===== src/rtl/img_buf_ctrl_pkg.sv =====
// Shared definitions for the image buffer controller: FSM states,
// byte-geometry constants and stream widths.
package img_buf_ctrl_pkg;

    localparam int unsigned WIN_BYTES  = 7;
    localparam int unsigned BEAT_BYTES = 3;

    localparam int unsigned LEN_W    = 16;
    localparam int unsigned STRIDE_W = 3;
    localparam int unsigned BEAT_W   = 8 * BEAT_BYTES;
    localparam int unsigned WIN_W    = 8 * WIN_BYTES;

    typedef enum logic [1:0] {
        ST_IDLE  = 2'd0,
        ST_FILL  = 2'd1,
        ST_DRAIN = 2'd2,
        ST_FLUSH = 2'd3
    } state_t;

endpackage


===== src/rtl/img_win_skid.sv =====
// Window output register with valid/ready handshake. The data register
// loads whenever it is empty or its current contents are being consumed,
// so a ready-high sink sees one window per cycle.
module img_win_skid
    import img_buf_ctrl_pkg::*;
#(
    parameter int unsigned W = WIN_W
) (
    input  logic         clk,
    input  logic         rstn,
    input  logic         i_load,
    input  logic [W-1:0] i_data,
    input  logic         i_ready,
    output logic         o_valid,
    output logic [W-1:0] o_data,
    output logic         o_can_load
);

    logic         r_valid;
    logic [W-1:0] r_data;

    // Capture a new window or retire the held one when the sink takes it.
    always_ff @(posedge clk or negedge rstn) begin
        if (!rstn) begin
            r_valid <= 1'b0;
            r_data  <= '0;
        end else if (i_load) begin
            r_valid <= 1'b1;
            r_data  <= i_data;
        end else if (i_ready) begin
            r_valid <= 1'b0;
        end
    end

    assign o_valid    = r_valid;
    assign o_data     = r_data;
    assign o_can_load = !r_valid || i_ready;

endmodule


===== src/rtl/img_buf_ctrl.sv =====
// Image buffer controller: loads a job of 3-byte beats into an external
// buffer, then reads back overlapping 7-byte windows at a programmable
// stride. Optional cycle counter output enabled by IMG_BUF_CTRL_PERF_EN.
module img_buf_ctrl
    import img_buf_ctrl_pkg::*;
#(
    parameter int unsigned DEPTH = 24,
    parameter int unsigned AW    = 18
) (
    input  logic                clk,
    input  logic                rstn,
    input  logic                start,
    input  logic [LEN_W-1:0]    len_beats,
    input  logic [STRIDE_W-1:0] stride,
    input  logic                s_valid,
    output logic                s_ready,
    input  logic [BEAT_W-1:0]   s_data,
    input  logic                s_last,
    output logic                buf_ce,
    output logic                buf_we,
    output logic [AW-1:0]       buf_addr,
    output logic [BEAT_W-1:0]   buf_d,
    input  logic [WIN_W-1:0]    buf_q,
    output logic                m_valid,
    input  logic                m_ready,
    output logic [WIN_W-1:0]    m_data,
    output logic                busy,
    output logic                done,
    output logic                err
`ifdef IMG_BUF_CTRL_PERF_EN
    ,
    output logic [31:0]         perf_cycles
`endif
);

    localparam logic [LEN_W-1:0] MAX_BEATS = LEN_W'(DEPTH / BEAT_BYTES);
    localparam logic [AW-1:0]    AW_BEAT   = AW'(BEAT_BYTES);
    localparam logic [AW-1:0]    AW_WIN    = AW'(WIN_BYTES);

    state_t              r_state;
    logic [LEN_W-1:0]    r_tgt;
    logic [LEN_W-1:0]    r_cnt;
    logic [STRIDE_W-1:0] r_stride;
    logic [AW-1:0]       r_wptr;
    logic [AW-1:0]       r_rptr;
    logic [AW-1:0]       r_nbytes;
    logic                r_err;
    logic                r_done;

    logic [LEN_W+1:0]    w_len_x3;
    logic                w_oversize;
    logic [LEN_W-1:0]    w_len_eff;
    logic                w_start_acc;
    logic                w_beat;
    logic [LEN_W-1:0]    w_cnt_next;
    logic [AW-1:0]       w_wptr_next;
    logic                w_win_fits;
    logic                w_can_load;
    logic                w_rd;
    logic                w_flush_ok;

    assign w_len_x3    = {2'b00, len_beats} + {1'b0, len_beats, 1'b0};
    assign w_oversize  = w_len_x3 > (LEN_W + 2)'(DEPTH);
    assign w_len_eff   = w_oversize ? MAX_BEATS : len_beats;
    assign w_start_acc = start && (r_state == ST_IDLE);
    assign w_beat      = (r_state == ST_FILL) && s_valid;
    assign w_cnt_next  = r_cnt + LEN_W'(1);
    assign w_wptr_next = r_wptr + AW_BEAT;
    assign w_win_fits  = (r_rptr + AW_WIN) <= r_nbytes;
    assign w_rd        = (r_state == ST_DRAIN) && w_win_fits && w_can_load;
    assign w_flush_ok  = !m_valid || m_ready;

    // Job sequencing: latch parameters, count beats in, walk windows out.
    always_ff @(posedge clk or negedge rstn) begin
        if (!rstn) begin
            r_state  <= ST_IDLE;
            r_tgt    <= '0;
            r_cnt    <= '0;
            r_stride <= '0;
            r_wptr   <= '0;
            r_rptr   <= '0;
            r_nbytes <= '0;
            r_err    <= 1'b0;
            r_done   <= 1'b0;
        end else begin
            r_done <= 1'b0;
            unique case (r_state)
                ST_IDLE: begin
                    if (start) begin
                        r_tgt    <= w_len_eff;
                        r_cnt    <= '0;
                        r_stride <= (stride == '0) ? STRIDE_W'(1) : stride;
                        r_err    <= w_oversize;
                        r_wptr   <= '0;
                        r_rptr   <= '0;
                        r_nbytes <= '0;
                        r_state  <= (len_beats == '0) ? ST_FLUSH : ST_FILL;
                    end
                end
                ST_FILL: begin
                    if (w_beat) begin
                        r_wptr <= w_wptr_next;
                        r_cnt  <= w_cnt_next;
                        if (w_cnt_next == r_tgt) begin
                            r_nbytes <= w_wptr_next;
                            r_state  <= ST_DRAIN;
                        end else if (s_last) begin
                            r_err    <= 1'b1;
                            r_nbytes <= w_wptr_next;
                            r_state  <= ST_DRAIN;
                        end
                    end
                end
                ST_DRAIN: begin
                    if (w_rd) begin
                        r_rptr <= r_rptr + AW'(r_stride);
                    end else if (!w_win_fits) begin
                        r_state <= ST_FLUSH;
                    end
                end
                ST_FLUSH: begin
                    if (w_flush_ok) begin
                        r_done  <= 1'b1;
                        r_state <= ST_IDLE;
                    end
                end
                default: r_state <= ST_IDLE;
            endcase
        end
    end

    // Buffer port: writes in FILL, reads in DRAIN, quiet otherwise.
    always_comb begin
        buf_ce   = w_beat || w_rd;
        buf_we   = w_beat;
        buf_addr = '0;
        buf_d    = '0;
        if (r_state == ST_FILL) begin
            buf_addr = r_wptr;
            buf_d    = s_data;
        end else if (r_state == ST_DRAIN) begin
            buf_addr = r_rptr;
        end
    end

    assign s_ready = (r_state == ST_FILL);
    assign busy    = (r_state != ST_IDLE);
    assign done    = r_done;
    assign err     = r_err;

    img_win_skid #(
        .W (WIN_W)
    ) u_skid (
        .clk        (clk),
        .rstn       (rstn),
        .i_load     (w_rd),
        .i_data     (buf_q),
        .i_ready    (m_ready),
        .o_valid    (m_valid),
        .o_data     (m_data),
        .o_can_load (w_can_load)
    );

`ifdef IMG_BUF_CTRL_PERF_EN
    logic [31:0] r_perf;

    // Busy-cycle counter: cleared by an accepted start, saturating.
    always_ff @(posedge clk or negedge rstn) begin
        if (!rstn) begin
            r_perf <= '0;
        end else if (w_start_acc) begin
            r_perf <= '0;
        end else if (busy && (r_perf != '1)) begin
            r_perf <= r_perf + 32'd1;
        end
    end

    assign perf_cycles = r_perf;
`endif

endmodule


===== config.mk =====
export PLATFORM = sky130hd
export DESIGN_NAME = img_buf_ctrl
export DESIGN_NICKNAME = d
export VERILOG_FILES = /design/src/rtl/img_buf_ctrl_pkg.sv /design/src/rtl/img_win_skid.sv /design/src/rtl/img_buf_ctrl.sv
export SDC_FILE = /design/constraint.sdc
export NUM_CORES = 1
export LEC_CHECK = 0
export BUFFER_PORTS_ARGS = -buffer_cell sky130_fd_sc_hd__buf_2
export CAP_MARGIN = 0
export CORE_UTILIZATION = 60
export DETAILED_ROUTE_END_ITERATION = 8
export PLACE_DENSITY = 0.87
export SLEW_MARGIN = 10
export SYNTH_ARGS = -nofsm -noshare
export SYNTH_HDL_FRONTEND = slang
export SYNTH_SLANG_ARGS = --single-unit

===== constraint.sdc =====
create_clock -name clk -period 7.54 [get_ports clk]
set_input_delay 1.131 -clock clk [delete_from_list [all_inputs] [get_ports clk]]
set_output_delay 1.131 -clock clk [all_outputs]
set_load 0.1 [all_outputs]

==> summary.txt <==
status: finished clean
dpl cells: 1404
Setup CP Type: flop to output port
Num CTS Buffers: 17
Final Hold Fails: 0
Reg clk slew, reported paths: 70 ps
Nets: 1371
initial antenna violation count: 0
Storage cell area: 3750 sq um
switching share of power: 58.4%
Final Slew Violations: 0
number of synthesis warnings: 0
initial DRC count: 876
Rel. slew slack: 25.7%
asr flop ratio synth: 100%
cell area after synthesis: 9630 sq um
final worst path period share: 73.4%
WL/cell: 17.7 microns
min-delay src: r_nbytes[11]$_DFFE_PN0P_
Post-synth EDFFs: 0
global-route usage over all layers: 31.6%
CTS tree: built
post-synth cell types: 81
I/O Pins: 210
max_cap viols: 0
via/cell ratio: 6.08
P_leak: 5.18 nW
#FFs+latches synth: 150
Die W: 129 microns
WL final: 25.4 mm
Max clock buf depth: 2
First-pass DRT Iterations: 5
syn avg cell area: 9.25 sq um
H-Tree Level Count: 4
sequential power share: 22.3%
DRC: 0
crit path capture type: output port
Main synth FF type: dfrtp_1
final setup fails: 0
Crit Path Max Fanout: 9
total core area: 15400 sq um
# clock sinks: 150
setup repair after global routing missed its margin: false
# port buffers: 209
worst skew pair latency: 430 ps
Setup crit start kind: flop
area of the multi-input gates: 5380 sq um
Die H: 129 microns
Max Clk Rate: 0.181 GHz
CP startpoint: r_rptr[3]$_DFFE_PN0P_
filler instances: 1176
Diodes inserted: 0
Hold Path Class: flop to flop
setup TNS: 0 ps
post-route insts no fill: 1436
largest net degree at the start of global routing: 83
net switching component of the power: 0.00302 W
post-DP HPWL: 18.3 mm
share of layout cells above drive strength 1: 26.8%
DRT antenna net count: 0
P_int: 0.00215 W
min Tclk post-route: 5540 ps
first-pass GRT wire length: 41.0 mm
GPL Wtd Cong: 0.943
cts hold-fix bufs: 0
Clock Power Share: 15.7%
Initial Util: 62.4%
Die Footprint: 16600 sq um
sequential area share after synthesis: 39.0%
PwrDens: 460 nW/um^2
Req. time, crit path: 6410 ps
Mapped Cells: 1041
vias in the first global route: 8387
RR Startpoint: r_rptr[3]$_DFFE_PN0P_
Fin Clk Skew: 12.3 ps
Gate power share: 62.0%
post-CTS sizing: 0
Total Power Consumption: 0.00517 W
syn nets: 1200
DR vias: 8735
Peak supply drop: 0.623 mV
grt total ovfl: 0
worst slew pin tran: 1120 ps
Cell Rows: 45
Root Driver: clkbuf_16
Area Growth Syn to Fin: 16.7%
FF-to-FF setup slack: 3280 ps
post-CTS setup buffer count: 0
CP arrival: 4410 ps
[cells in the mapped netlist, types with 9 or more instances]
library cell	number	area [sq um]
nand2b_1	10	62.6
nor3_1	10	50.1
o2bb2ai_1	14	123
nand3_1	34	170
a21o_1	13	97.6
nand2_1	123	462
o31ai_1	16	120
inv_1	53	199
nor2_1	56	210
nor2b_1	16	100
and3_1	9	56.3
mux2_2	56	631
a21oi_1	31	155
dfrtp_1	150	3750
o211ai_1	9	67.6
xnor2_1	27	236
nand4_1	39	244
and2_1	33	206
o21ai_1	10	50.1
clkbuf_1	35	131
xor2_1	24	210
ha_1	52	651
o21ai_0	76	380
buf_2	12	60.1
[final cells by class]
| type | instances | share of cell area [%] |
|---|---|---|
| multi-input combinational | 777 | 47.8 |
| tap | 211 | 2.35 |
| clock buffer | 18 | 3.82 |
| inverter | 53 | 1.77 |
| sequential | 150 | 33.4 |
| timing repair buffer | 213 | 9.63 |
| clock inverter | 14 | 1.19 |
[per-layer routing]
metal	track usage, %	vias to the layer above	wire length, microns
li1	-	4072	-
met1	41.2	4140	10500
met2	52.1	456	12300
met3	6.15	67	1970
met4	12.4	0	679
met5	0	-	0
[power groups by stage]
stage / registers (W) / clock network (W) / logic (W)
detailed placement: 0.00116 / 0 / 0.00319
CTS: 0.00115 / 0.000817 / 0.00320
global route: 0.00118 / 0.000856 / 0.00336
finish: 0.00115 / 0.000813 / 0.00321
floorplan: 0.00230 / 0 / 0.00152
global placement: 0.00115 / 0 / 0.00314
[flip-flops by register name, indices dropped and copies added, names as in the netlist, 2 cells and up]
register and cells:
r_state 2, r_cnt 16, r_tgt 16, r_rptr 18, u_skid.o_data 56, r_wptr 18, r_nbytes 18, r_stride 3
[worst max-delay path: stages (launching register included)]
cell,delay [ps]
dfrtp_1,490
nand4_1,190
nor2_1,290
nand3_1,190
or2_2,330
xnor2_1,130
ha_1,290
nand4_1,200
nor4_2,450
o31a_1,230
nor4b_1,60
a31oi_1,450
nor2_4,70
or2_2,300
buf_2,300
[through the flow]
step / cell area [sq um] / hold WS (ps) / worst slack, ps / utilization, %
global route: 11200 / 505 / 1810 / 72.8
detailed placement: 10700 / 474 / 2560 / 69.2
global placement: 10700 / 473 / 2740 / 69.2
floorplan: 9630 / 445 / 2470 / -
CTS: 11200 / 494 / 2060 / 72.8
finish: 11200 / 492 / 2000 / 72.8
[logic make-up (layout without fill, tap and decap cells)]
group,count (synthesis),after routing,share of synthesized area [%]
adders and majority gates,54,54,7.17
muxes,61,61,7.12
xor gates and xnor gates,51,51,4.64
buffers and inverters,114,298,5.31
AOI/OAI and AO/OA,243,243,17.1
DFF,150,150,39.0
and+or+nand+nor,368,368,19.7
[layout by cell type, fill, tap and decap left out, drive strengths merged, types with 6 or more instances in the layout]
cell and count:
a211o 6, a211oi 6, a21o 13, a21oi 32, a22o 6, and2 34
and3 9, buf 213, clkbuf 18, dfrtp 150, ha 52, inv 62
mux2 57, nand2 123, nand2b 10, nand3 35, nand4 41, nor2 56
nor2b 16, nor3 11, nor4 7, o211ai 9, o21ai 89, o2bb2ai 14
o31ai 16, o41ai 6, or3 6, xnor2 27, xor2 24
[final timing paths]
path / end / cells after the start
max: buf_ce / 14
min: r_nbytes[11]$_DFFE_PN0P_ / 1
max reg2reg: u_skid.o_data[32]$_DFFE_PN0P_ / 14
min reg2reg: r_nbytes[11]$_DFFE_PN0P_ / 1
max in group asynchronous: r_tgt[3]$_DFFE_PN0P_ / 2
min in group asynchronous: r_rptr[6]$_DFFE_PN0P_ / 1
Note: power is estimated with default switching activity, not from simulation.
